[config.mk]
export PLATFORM = sky130hd
export DESIGN_NAME = regfile_wb_arbiter
export DESIGN_NICKNAME = d
export VERILOG_FILES = /design/src/rtl/regfile_pkg.sv /design/src/rtl/rr_arbiter.sv /design/src/rtl/regfile_wb_arbiter.sv
export SDC_FILE = /design/constraint.sdc
export NUM_CORES = 1
export LEC_CHECK = 0
export CAP_MARGIN = 30
export CORE_ASPECT_RATIO = 0.5
export CORE_MARGIN = 4
export CORE_UTILIZATION = 39
export CTS_BUF_LIST = sky130_fd_sc_hd__clkbuf_2 sky130_fd_sc_hd__clkbuf_4 sky130_fd_sc_hd__clkbuf_8
export CTS_CLUSTER_SIZE = 16
export DETAILED_ROUTE_END_ITERATION = 16
export PLACE_DENSITY = 0.87
export SYNTH_ARGS = -nofsm -noshare
export SYNTH_HDL_FRONTEND = slang
export SYNTH_HIERARCHICAL = 1
export SYNTH_SLANG_ARGS = --single-unit
[constraint.sdc]
create_clock -name clk -period 3 [get_ports clk]
set_input_delay 0.9 -clock clk [delete_from_list [all_inputs] [get_ports clk]]
set_output_delay 0.9 -clock clk [all_outputs]
set_load 0.01 [all_outputs]
[src/rtl/regfile_pkg.sv]
// regfile_pkg: shared register-file widths and write-back counter width
package regfile_pkg;
  localparam int DEF_BUS_WIDTH   = 64;
  localparam int DEF_REGFILE_LEN = 6;
  localparam int WB_CNT_W        = 16;
  typedef logic [WB_CNT_W-1:0] wb_cnt_t;
endpackage

[src/rtl/rr_arbiter.sv]
// rr_arbiter: round-robin one-hot grant starting the search at ptr
module rr_arbiter #(
  parameter int NUM_REQ = 3
) (
  input  logic [NUM_REQ-1:0]         req,
  input  logic [$clog2(NUM_REQ)-1:0] ptr,
  output logic [NUM_REQ-1:0]         gnt,
  output logic [$clog2(NUM_REQ)-1:0] gnt_idx
);
  localparam int IW = $clog2(NUM_REQ);
  logic [IW-1:0] k;
  // scan offsets from farthest to nearest so the requester closest to ptr wins last
  always_comb begin
    gnt = '0;
    gnt_idx = '0;
    k = '0;
    for (int i = NUM_REQ - 1; i >= 0; i--) begin
      k = IW'((int'(ptr) + i) % NUM_REQ);
      if (req[k]) begin
        gnt = '0;
        gnt[k] = 1'b1;
        gnt_idx = k;
      end
    end
  end
endmodule

[src/rtl/regfile_wb_arbiter.sv]
// regfile_wb_arbiter: round-robin write-back arbiter into a register file; WB_ARB_X0_DROP_EN suppresses writes to address 0
module regfile_wb_arbiter
  import regfile_pkg::*;
#(
  parameter int BUS_WIDTH   = DEF_BUS_WIDTH,
  parameter int REGFILE_LEN = DEF_REGFILE_LEN,
  parameter int NUM_REQ     = 3
) (
  input  logic                           clk,
  input  logic                           rst_n,
  input  logic [NUM_REQ-1:0]             req_valid,
  output logic [NUM_REQ-1:0]             req_ready,
  input  logic [NUM_REQ*REGFILE_LEN-1:0] req_addr,
  input  logic [NUM_REQ*BUS_WIDTH-1:0]   req_data,
  output logic                           rf_write_enable,
  output logic [REGFILE_LEN-1:0]         rf_write_addr,
  output logic [BUS_WIDTH-1:0]           rf_write_data,
  output logic [$clog2(NUM_REQ)-1:0]     grant_id,
  output logic [WB_CNT_W-1:0]            wb_count
);
  localparam int IW = $clog2(NUM_REQ);
  logic [NUM_REQ-1:0]     gnt;
  logic [IW-1:0]          gnt_idx, rr_ptr_q, rr_ptr_d, gid_q, gid_d;
  logic                   we_q, we_d;
  logic [REGFILE_LEN-1:0] addr_q, addr_d;
  logic [BUS_WIDTH-1:0]   data_q, data_d;
  wb_cnt_t                cnt_q, cnt_d;
  logic [REGFILE_LEN-1:0] addr_a [NUM_REQ];
  logic [BUS_WIDTH-1:0]   data_a [NUM_REQ];
  for (genvar g = 0; g < NUM_REQ; g++) begin : g_slice
    assign addr_a[g] = req_addr[g*REGFILE_LEN +: REGFILE_LEN];
    assign data_a[g] = req_data[g*BUS_WIDTH +: BUS_WIDTH];
  end
  rr_arbiter #(.NUM_REQ(NUM_REQ)) u_rr (
    .req     (req_valid),
    .ptr     (rr_ptr_q),
    .gnt     (gnt),
    .gnt_idx (gnt_idx)
  );
  assign req_ready       = rst_n ? gnt : '0;
  assign rf_write_enable = we_q;
  assign rf_write_addr   = addr_q;
  assign rf_write_data   = data_q;
  assign grant_id        = gid_q;
  assign wb_count        = cnt_q;
  // capture the granted write, advance the pointer past the winner, count issued writes
  always_comb begin
    rr_ptr_d = rr_ptr_q;
    we_d = 1'b0;
    addr_d = addr_q;
    data_d = data_q;
    gid_d = gid_q;
    if (|gnt) begin
      rr_ptr_d = (gnt_idx == IW'(NUM_REQ - 1)) ? '0 : gnt_idx + 1'b1;
      addr_d = addr_a[gnt_idx];
      data_d = data_a[gnt_idx];
      gid_d = gnt_idx;
`ifdef WB_ARB_X0_DROP_EN
      we_d = |addr_a[gnt_idx];
`else
      we_d = 1'b1;
`endif
    end
    cnt_d = (we_d && cnt_q != '1) ? cnt_q + 1'b1 : cnt_q;
  end
  // state registers, cleared asynchronously so in-flight writes are discarded
  always_ff @(posedge clk or negedge rst_n) begin
    if (!rst_n) begin
      rr_ptr_q <= '0;
      we_q <= 1'b0;
      addr_q <= '0;
      data_q <= '0;
      gid_q <= '0;
      cnt_q <= '0;
    end else begin
      rr_ptr_q <= rr_ptr_d;
      we_q <= we_d;
      addr_q <= addr_d;
      data_q <= data_d;
      gid_q <= gid_d;
      cnt_q <= cnt_d;
    end
  end
endmodule
==> results of run 1 <==
cell usage in the layout (no fill, tap or decap), types with 2 or more instances in the layout:
cell,netlist,layout
buf_4,0,48
ha_4,0,2
mux2i_1,72,71
dfrtp_1,91,90
and2_1,3,3
nor4_2,2,2
nand3_1,9,9
buf_2,15,6
clkbuf_8,0,10
o21ai_0,4,2
clkdlybuf4s50_1,0,299
inv_2,1,2
nand2_1,20,19
nand3b_1,2,2
nor2b_4,0,2
ha_1,5,3
a211oi_1,4,4
nor2_1,150,150
xnor2_1,6,6
inv_4,1,2
inv_1,4,2
o21ai_1,1,3
nand4_1,3,3
clkinvlp_4,0,2
nor3_1,4,4
buf_12,0,9
a21oi_1,145,143
inv_6,0,3
a21oi_2,1,3
buf_6,4,4
xor2_1,8,8
cell usage after synthesis, types with 2 or more instances:
master	number
nor3b_1	2
o22ai_1	2
nand2_1	20
a21oi_1	145
nand4_1	3
nor3_1	4
a211oi_1	4
nor2_1	150
inv_1	4
xor2_1	8
nor2b_1	3
buf_2	15
and2_1	3
clkbuf_1	21
mux2i_1	72
buf_6	4
dfrtp_1	91
o21ai_0	4
xnor2_1	6
nand3b_1	2
nand3_1	9
nor4_2	2
ha_1	5
buf_1	4
cell type report:
| type | instances | area share |
|---|---|---|
| clock buffers | 10 | 0.0150 |
| clock inverters | 6 | 0.00506 |
| multi-input cells | 464 | 0.310 |
| flip-flops and latches | 91 | 0.249 |
| inverters | 6 | 0.00301 |
| well taps | 170 | 0.0233 |
| repair buffers | 366 | 0.395 |
metrics by stage:
stage	TNS, ns	hold slack (ns)	power (W)	util	instance area (µm²)
2_1_floorplan	0	0.490	0.00578	-	5230
3_3_place_gp	-30.12	0.452	0.00857	0.684	8810
3_5_place_dp	-33.25	0.464	0.00882	0.684	8810
4_1_cts	0	0.484	0.00979	0.705	9090
5_1_grt	-0.0482	0.502	0.0106	0.710	9150
6_report	0	0.479	0.00983	0.710	9150
worst max-delay path: stages (launching register included):
cell and delay (ns):
dfrtp_2 0.45, ha_4 0.33, mux2i_4 0.26, o22ai_1 0.09
a21oi_1 0.17, o21ai_1 0.10, and2_1 0.15, buf_2 0.14
flip-flops by register name, summed over array words and instances, names as in the netlist:
register / cells
rf_write_addr: 6
rf_write_data: 64
grant_id: 2
wb_count: 16
rr_ptr_q: 2
rf_write_enable: 1
power by group through the flow:
| stage | clock network [W] | registers, W | logic, W |
|---|---|---|---|
| floorplan | 0 | 0.00254 | 0.00324 |
| global placement | 0 | 0.00228 | 0.00629 |
| finish | 0.000786 | 0.00229 | 0.00675 |
| CTS | 0.000817 | 0.00229 | 0.00668 |
| detailed placement | 0 | 0.00231 | 0.00651 |
| global route | 0.000877 | 0.00237 | 0.00733 |
layer usage:
| metal | wire length, µm | GRT usage | vias up |
|---|---|---|---|
| met5 | 0 | 0 | - |
| met4 | 563 | 0.0831 | 0 |
| met3 | 599 | 0.0372 | 45 |
| met2 | 10400 | 0.447 | 134 |
| met1 | 7430 | 0.287 | 2721 |
| li1 | - | - | 2750 |
worst max-delay path by stage:
stage / from / end / slack [ns] / cells past startpoint
floorplan: req_valid[2] / req_ready[1] / 0.32 / 6
global placement: req_valid[1] / req_ready[1] / -0.73 / 7
detailed placement: req_valid[1] / req_ready[1] / -0.78 / 7
CTS: rr_ptr_q[1] / req_ready[2] / 0.02 / 8
global route: rr_ptr_q[1] / req_ready[0] / -0.03 / 7
finish: rr_ptr_q[1] / req_ready[0] / 0.05 / 7
logic make-up after synthesis:
family                   share of synthesized area
AO/OA/AOI/OAI                                0.167
multiplexers                                 0.145
XOR/XNOR                                    0.0234
AND/OR/NAND/NOR                              0.171
flip-flops                                   0.435
buffers and inverters                       0.0457
adder cells (fa/ha/maj)                     0.0120
repair_timing:
action	CTS	global route
pin swaps	7	9
setup buffers	6	5
setup endpoints to repair	49	3
resized for setup	40	8
==> metrics, run 1 <==
status=completed; final worst-path cycle share=0.982; PortBufs=306; CORE AREA=12900 µm²; root buf cell=clkbuf_8; Initial Util=0.406; reg2reg setup slack=0.23 ns; Post-CTS Hold Fix Bufs=0; count of final setup violators=0; Seq pwr share=0.233; Setup WS pre-CTS=-0.779 ns; reg-to-reg endpoint=rf_write_data[3]; wire per inst=17.1 µm; post-synthesis async set-or-reset flop share=1.00; share of the synthesized area in the top cell type=0.435; I/O pins=307; WS Path Type=reg -> out; setup slack after layout=0.0543 ns; Critical Path Start Type=flop; Worst Path Arrival=2.05 ns; First DRT Iteration DRCs=319; multi-input combinational cell area=2840 µm²; synthesized instance count=605; HP Class=reg -> reg; RSZ-0062 raised after global routing=true; Hold Path End=grant_id[1]; Comb pwr share=0.687; Hold Path Cell Cnt=2; gpl congestion=0.901; largest net degree at the start of global routing=63; global route total overflow=0; Synthesized Nets=825; Clk pin slew, worst setup/hold paths=0.09 ns; # fillers=953; Worst Max-Slew Pin Slew=0.709 ns; Avg Cell Area, Syn=8.64 µm²; LEAKAGE=3.73 nW; layout net count=1158; Slew HR=0.527; H-tree levels=3; register area share after synthesis=0.435; maximum vdd drop=624 µV; Vias=5650; Yosys top cell by area=dfrtp_1; clock skew=0.00714 ns; Num CTS Buffers=9; Internal=0.00557 W; post-DP HPWL=15400 µm; Area Overhead vs Synth=74.9%; Synth cell types=46; critical path peak fanout=5; drt first pass iters=4; Tmin final=2.95 ns; Rows=29; initial antenna violation count=0; Synth Register Bits=91; max-slew violation count=0; Clock Power Share=0.080; DIE WIDTH=172 µm; Synth area leaders=dfrtp_1 (44%), a21oi_1 (14%), mux2i_1 (14%); MaxCap Viol Count=0; gr usage total=0.243; die height=89.9 µm; Post-Route WL=19000 µm; Critical R2R Launch=rr_ptr_q[1]; Critical Path End Type=primary output; Placed Cells=1086; Sw Pwr=0.00426 W; Clock Path Buffers=2; Seq. cell area=2280 µm²; number of hold violations in the final report=0; Vias/cell=5.08; vias in the first global route=5782; CTS tree=done; clk_lat worst skew=0.36 ns; Reg2Reg Depth=13; DRC viols=0; Peak Freq=339 MHz; Sw Ratio=0.433; Pwr Density=1070 nW/µm²; Worst Path Required=2.10 ns; die area=15400 µm²; fraction of layout cells with a size suffix above 1=0.121; Syn. warnings=6; HP Start=grant_id[1]; first-pass GRT wire length=29900 µm; Ant. Diodes=0; Synth Cell Area=5230 µm²; antenna viol nets, final=0; Finished Layout Cells=1113; Post-synth EDFFs=0; TritonCTS Sinks=91; top_reg_cell synth=dfrtp_1
Power figures use the tool's default switching activity.
==> run 2: changes to the inputs <==
--- a/config.mk
+++ b/config.mk
@@ -12,7 +12,9 @@
 export CTS_BUF_LIST = sky130_fd_sc_hd__clkbuf_2 sky130_fd_sc_hd__clkbuf_4 sky130_fd_sc_hd__clkbuf_8
 export CTS_CLUSTER_SIZE = 16
 export DETAILED_ROUTE_END_ITERATION = 16
+export GPL_ROUTABILITY_DRIVEN = 0
 export PLACE_DENSITY = 0.87
+export SLEW_MARGIN = 0
 export SYNTH_ARGS = -nofsm -noshare
 export SYNTH_HDL_FRONTEND = slang
 export SYNTH_HIERARCHICAL = 1
==> metrics, run 2 (synthesis results as in run 1) <==
status=finished, violations left; failing checks=negative setup slack; MaxCap Viol Count=0 (unchanged); Worst Path Required=2.10 ns (about the same); HP Class=reg -> reg; count of final setup violators=2 (+2); Worst Path Arrival=2.14 ns (+0.09 ns); Peak Freq=329 MHz (-3.1%); antenna viol nets, final=0 (unchanged); worst setup path endpoint=req_ready[0]; Reg2Reg Depth=15 (+2); maximum vdd drop=585 µV (-6.2%); I/O pins=307 (unchanged); critical path peak fanout=7 (+2); gr usage total=0.246 (+0.00327); fraction of layout cells with a size suffix above 1=0.125 (+0.00424); clock skew=0.00653 ns (-0.000614 ns); Ant. Diodes=0 (unchanged); die height=89.9 µm (unchanged); final worst-path cycle share=1.01 (+0.0314); Clk pin slew, worst setup/hold paths=0.09 ns (about the same); Tmin final=3.04 ns (+0.0943 ns); vias in the first global route=5791 (+0.16%); setup_tns=-0.0582 ns (-0.0582 ns); global route total overflow=0 (unchanged); Critical Path End Type=primary output; LEAKAGE=3.72 nW (-0.36%); RSZ-0062 raised after global routing=true; Post-Route WL=19800 µm (+3.9%); die area=15400 µm² (unchanged); max-slew violation count=0 (unchanged); clk_lat worst skew=0.35 ns (about the same); Initial Util=0.406 (unchanged); drt first pass iters=5 (+1); wire per inst=17.9 µm (+4.6%); TritonCTS Sinks=91 (unchanged); Critical Path Start Type=flop; Worst Max-Slew Pin Slew=0.608 ns (-0.101 ns); reg-to-reg endpoint=rf_write_data[32]; root buf cell=clkbuf_8; commonest cells after routing, fill and taps aside=clkdlybuf4s50_1 (299), nor2_1 (149), a21oi_1 (141); DRC viols=0 (unchanged); Critical R2R Launch=rr_ptr_q[0]; Pwr Density=1080 nW/µm² (+0.58%); hold_ws=0.486 ns (+0.00791 ns); Rows=29 (unchanged); CORE AREA=12900 µm² (unchanged); Slew HR=0.594 (+0.0673); number of hold violations in the final report=0 (unchanged); Clock Path Buffers=2 (unchanged); WS Path Type=reg -> out; H-tree levels=3 (unchanged); post-DP HPWL=15300 µm (-1.1%); Vias=5751 (+1.8%); Worst setup startpoint=rr_ptr_q[1]; initial antenna violation count=0 (unchanged); layout net count=1150 (-0.69%); Num CTS Buffers=9 (unchanged); reg2reg setup slack=0.18 ns (-0.05 ns); Vias/cell=5.20 (+2.5%); commonest non-fill, non-tap cell in the layout=clkdlybuf4s50_1; PortBufs=306 (unchanged); DIE WIDTH=172 µm (unchanged); placed cell area=8770 µm² (-0.43%); Largest register FFs=64 (unchanged); setup slack after layout=-0.0400 ns (-0.0943 ns); first-pass GRT wire length=30300 µm (+1.3%); post-route cell area=9190 µm² (+0.47%); Area Overhead vs Synth=75.7%; First DRT Iteration DRCs=320 (+0.31%); largest net degree at the start of global routing=63 (unchanged); Post-CTS Hold Fix Bufs=0 (unchanged); CTS tree=done
==> run 2: changes by cell type in the layout (fill, tap and decap cells not counted), sizes merged <==
cell	change
clkbuf	-1
buf	-8
bufinv	+1
clkinv	+3
inv	-2
clkinvlp	-1
==> run 2: timing repair <==
| item | 4_1_cts | 5_1_grt |
|---|---|---|
| gates resized for setup | 49 | 16 |
| setup buffers | 6 | 2 |
| hold endpoints to repair | 0 | 0 |
| pin swaps | 9 | 8 |
| setup endpoints to repair | 8 | 3 |
==> run 2: final cells by class <==
class / instances / area, µm²
Fill cell: 953 / 3690
Clock inverter: 7 / 77.6
Tap cell: 170 / 213
Timing Repair Buffer: 358 / 3550
Multi-Input combinational cell: 464 / 2920
Inverter: 6 / 27.5
Clock buffer: 9 / 124
Sequential cell: 91 / 2280
==> run 2: layer usage <==
layer / global-route usage / vias up / share of wire
met2: 0.454 / 179 / 0.54
met1: 0.282 / 2773 / 0.37
li1: - / 2734 / -
met3: 0.0500 / 65 / 0.045
met4: 0.0844 / 0 / 0.041
met5: 0 / - / 0
==> run 2: power by group <==
group	internal (W)	total [W]	switching, W
logic	0.00330	0.00678	0.00348
clock network	0.000391	0.000847	0.000455
registers	0.00190	0.00230	0.000403
total	0.00559	0.00993	0.00434
==> run 2: worst min-delay path by stage <==
stage / startpoint / end / slack [ns] / cells after the start
floorplan: rr_ptr_q[1] / rr_ptr_q[1] / 0.49 / 2
global placement: grant_id[0] / grant_id[0] / 0.45 / 2
detailed placement: grant_id[0] / grant_id[0] / 0.47 / 2
CTS: grant_id[0] / grant_id[0] / 0.49 / 2
global route: grant_id[0] / grant_id[0] / 0.52 / 2
finish: grant_id[0] / grant_id[0] / 0.49 / 2
==> run 2: critical path, stage by stage (launching register included) <==
cell     delay, ns
dfrtp_2       0.45
ha_4          0.35
mux2i_4       0.30
o22ai_2       0.12
a21oi_2       0.23
o21ai_4       0.08
and2_4        0.14
buf_6         0.11
==> run 2: per-stage QoR <==
step                instances  utilization  setup WS (ns)  total power [W]
floorplan                 605            -          0.316          0.00578
global placement         1081        0.681         -0.737          0.00850
detailed placement       1081        0.681         -0.907          0.00872
CTS                      1103        0.706         0.0475          0.00978
global route             1105        0.713         -0.126           0.0107
finish                   1105        0.713        -0.0400          0.00993
==> run 3: changes to the inputs <==
--- a/config.mk
+++ b/config.mk
@@ -8,12 +8,12 @@
 export CAP_MARGIN = 30
 export CORE_ASPECT_RATIO = 0.5
 export CORE_MARGIN = 4
-export CORE_UTILIZATION = 39
-export CTS_BUF_LIST = sky130_fd_sc_hd__clkbuf_2 sky130_fd_sc_hd__clkbuf_4 sky130_fd_sc_hd__clkbuf_8
+export CORE_UTILIZATION = 41
 export CTS_CLUSTER_SIZE = 16
 export DETAILED_ROUTE_END_ITERATION = 16
 export GPL_ROUTABILITY_DRIVEN = 0
-export PLACE_DENSITY = 0.87
+export PLACE_DENSITY = 0.9
+export SETUP_SLACK_MARGIN = 0.2
 export SLEW_MARGIN = 0
 export SYNTH_ARGS = -nofsm -noshare
 export SYNTH_HDL_FRONTEND = slang
==> constraint.sdc (replaced) <==
create_clock -name clk -period 3.73 [get_ports clk]
set_input_delay 1.119 -clock clk [delete_from_list [all_inputs] [get_ports clk]]
set_output_delay 1.119 -clock clk [all_outputs]
set_load 0.01 [all_outputs]
==> metrics, run 3 (synthesis results as in run 1) <==
first-pass GRT wire length=29100 µm (-4.0%); met1 wire length=7620 µm (+3.3%); Worst Max-Slew Pin Slew=0.711 ns (+0.103 ns); Clock Path Buffers=2 (unchanged); commonest cells after routing, fill and taps aside=clkdlybuf4s50_1 (299), nor2_1 (149), a21oi_1 (144); I/O pins=307 (unchanged); Pwr Density=898 nW/µm² (-17%); layout net count=1141 (-0.78%); RSZ-0062 raised after global routing=true; DIE WIDTH=168 µm (-2.4%); clock skew=0.00685 ns (+0.000327 ns); PortBufs=306 (unchanged); WL met2=11000 µm (+3.1%); status=completed; total chip power=0.00822 W (-17%); HP Start=grant_id[1]; die height=87.9 µm (-2.2%); critical path peak fanout=6 (-1); Largest register FFs=64 (unchanged); number of hold violations in the final report=0 (unchanged); CP most frequent cell=nor2b_4; root buf cell=clkbuf_16; post-route cell area=9150 µm² (-0.42%); LEAKAGE=3.71 nW (-0.20%); Clk pin slew, worst setup/hold paths=0.06 ns (-0.03 ns); antenna viol nets, final=0 (unchanged); initial antenna violation count=0 (unchanged); wire per inst=18.3 µm (+2.1%); post-layout util=0.755 (+0.0415); WS Path Type=in -> out; Peak Freq=289 MHz; Post-Route WL=19900 µm (+0.81%); Slew HR=0.526 (-0.0684); Seq pwr share=0.226 (-0.006); Tmin final=3.46 ns; Ant. Diodes=0 (unchanged); Worst setup startpoint=req_valid[1]; HP Class=reg -> reg; setup slack after layout=0.274 ns (+0.314 ns); Rows=28 (-3.4%); final worst-path cycle share=0.926; Comb pwr share=0.659 (-0.024); largest net degree at the start of global routing=63 (unchanged); Worst Path Required=2.61 ns (+0.51 ns); cells along the critical path=buf_2, buf_4, nor2b_4, nor2b_4, o21ai_0, a21oi_1, and2_1, clkdlybuf4s15_2; commonest non-fill, non-tap cell in the layout=clkdlybuf4s50_1; post-DP HPWL=15300 µm (about the same); Critical Path Start Type=input pin; vias in the first global route=5654 (-2.4%); drt first pass iters=5 (unchanged); Setup WS pre-CTS=-0.457 ns (+0.450 ns); max-slew violation count=0 (unchanged); global route total overflow=0 (unchanged); Vias/cell=5.27 (+1.3%); Worst path max stage delay=0.22 ns (-0.23 ns); maximum vdd drop=555 µV (-5.2%); gr usage total=0.248 (+0.00175); Initial Util=0.431 (+0.0254); die area=14700 µm² (-4.5%); Critical R2R Launch=rr_ptr_q[1]; Area Overhead vs Synth=75.0%; CORE AREA=12100 µm² (-5.9%); Sw Ratio=0.424 (-0.0137); WL met3=772 µm (-13%); Worst Path Arrival=2.34 ns (+0.20 ns); TritonCTS Sinks=91 (unchanged); fraction of layout cells with a size suffix above 1=0.0983 (-0.0269); Slowest-stage cell, CP=clkdlybuf4s15_2; Vias=5750 (-0.017%); MaxCap Viol Count=0 (unchanged); placed cell area=8680 µm² (-1.1%); DR top layer=met4; Clock Power Share=0.115 (+0.030); hold_ws=0.477 ns (-0.00967 ns); First DRT Iteration DRCs=431 (+35%); count of final setup violators=0 (-2); DRC viols=0 (unchanged); Internal=0.00474 W (-15%); clk_lat worst skew=0.33 ns (-0.02 ns); Num CTS Buffers=9 (unchanged); H-tree levels=3 (unchanged); CTS tree=done; Critical Path End Type=primary output; Sw Pwr=0.00348 W (-20%)
[run 3: changes by cell type in the layout (fill, tap and decap cells not counted), sizes merged]
cell and change:
inv -1, buf -15, clkbuf +5, bufinv +1
clkinv -2, clkdlybuf4s15 +3
[run 3: final cells by class]
class | instances | area, µm²
inverters | 6 | 27.5
clock buffers | 11 | 233
multi-input cells | 464 | 2830
fillers | 896 | 2970
well taps | 165 | 206
clock inverters | 5 | 77.6
flip-flops and latches | 91 | 2280
repair buffers | 349 | 3500
[run 3: through the flow]
step                      setup TNS, ns  cells
after floorplan                       0    605
after global placement            -1.09   1066
after detailed placement          -1.31   1066
after CTS                             0   1089
after global routing                  0   1091
final                                 0   1091
[run 3: critical path, delay by kind of cell]
kind | cells | cell delay, ns
buf+inv | 3 | 0.52
simple gates | 3 | 0.45
compound gates | 2 | 0.25
[run 3: per-layer routing]
layer / GRT usage / vias up
met5: 0 / -
met3: 0.0365 / 46
met4: 0.0626 / 0
li1: - / 2714
met2: 0.485 / 189
met1: 0.290 / 2801
[run 3: worst paths after layout]
check                                          to  slack (ns)  cells past startpoint
max in group asynchronous             wb_count[6]        1.77                      3
worst max register to register       wb_count[12]        0.33                     18
min in group asynchronous       rf_write_data[42]        0.87                      2
worst min register to register        grant_id[1]        0.48                      2
worst max-delay path                 req_ready[2]        0.27                      8
worst min-delay path                  grant_id[1]        0.48                      2
[run 3: repair_timing]
item                                    4_1_cts  5_1_grt
gates cloned                                  0        1
setup buffers                                 7        1
pin swaps                                     4        1
endpoints found under the setup margin        3       83
gates resized for setup                      20       18
hold buffers                                  0        0
[run 3: power groups by stage]
stage / clock, W / sequential (W) / combinational [W]
after global placement: 0 / 0.00183 / 0.00489
after global routing: 0.00101 / 0.00191 / 0.00583
after detailed placement: 0 / 0.00186 / 0.00506
final: 0.000948 / 0.00186 / 0.00541
after CTS: 0.000962 / 0.00185 / 0.00519
after floorplan: 0 / 0.00204 / 0.00261
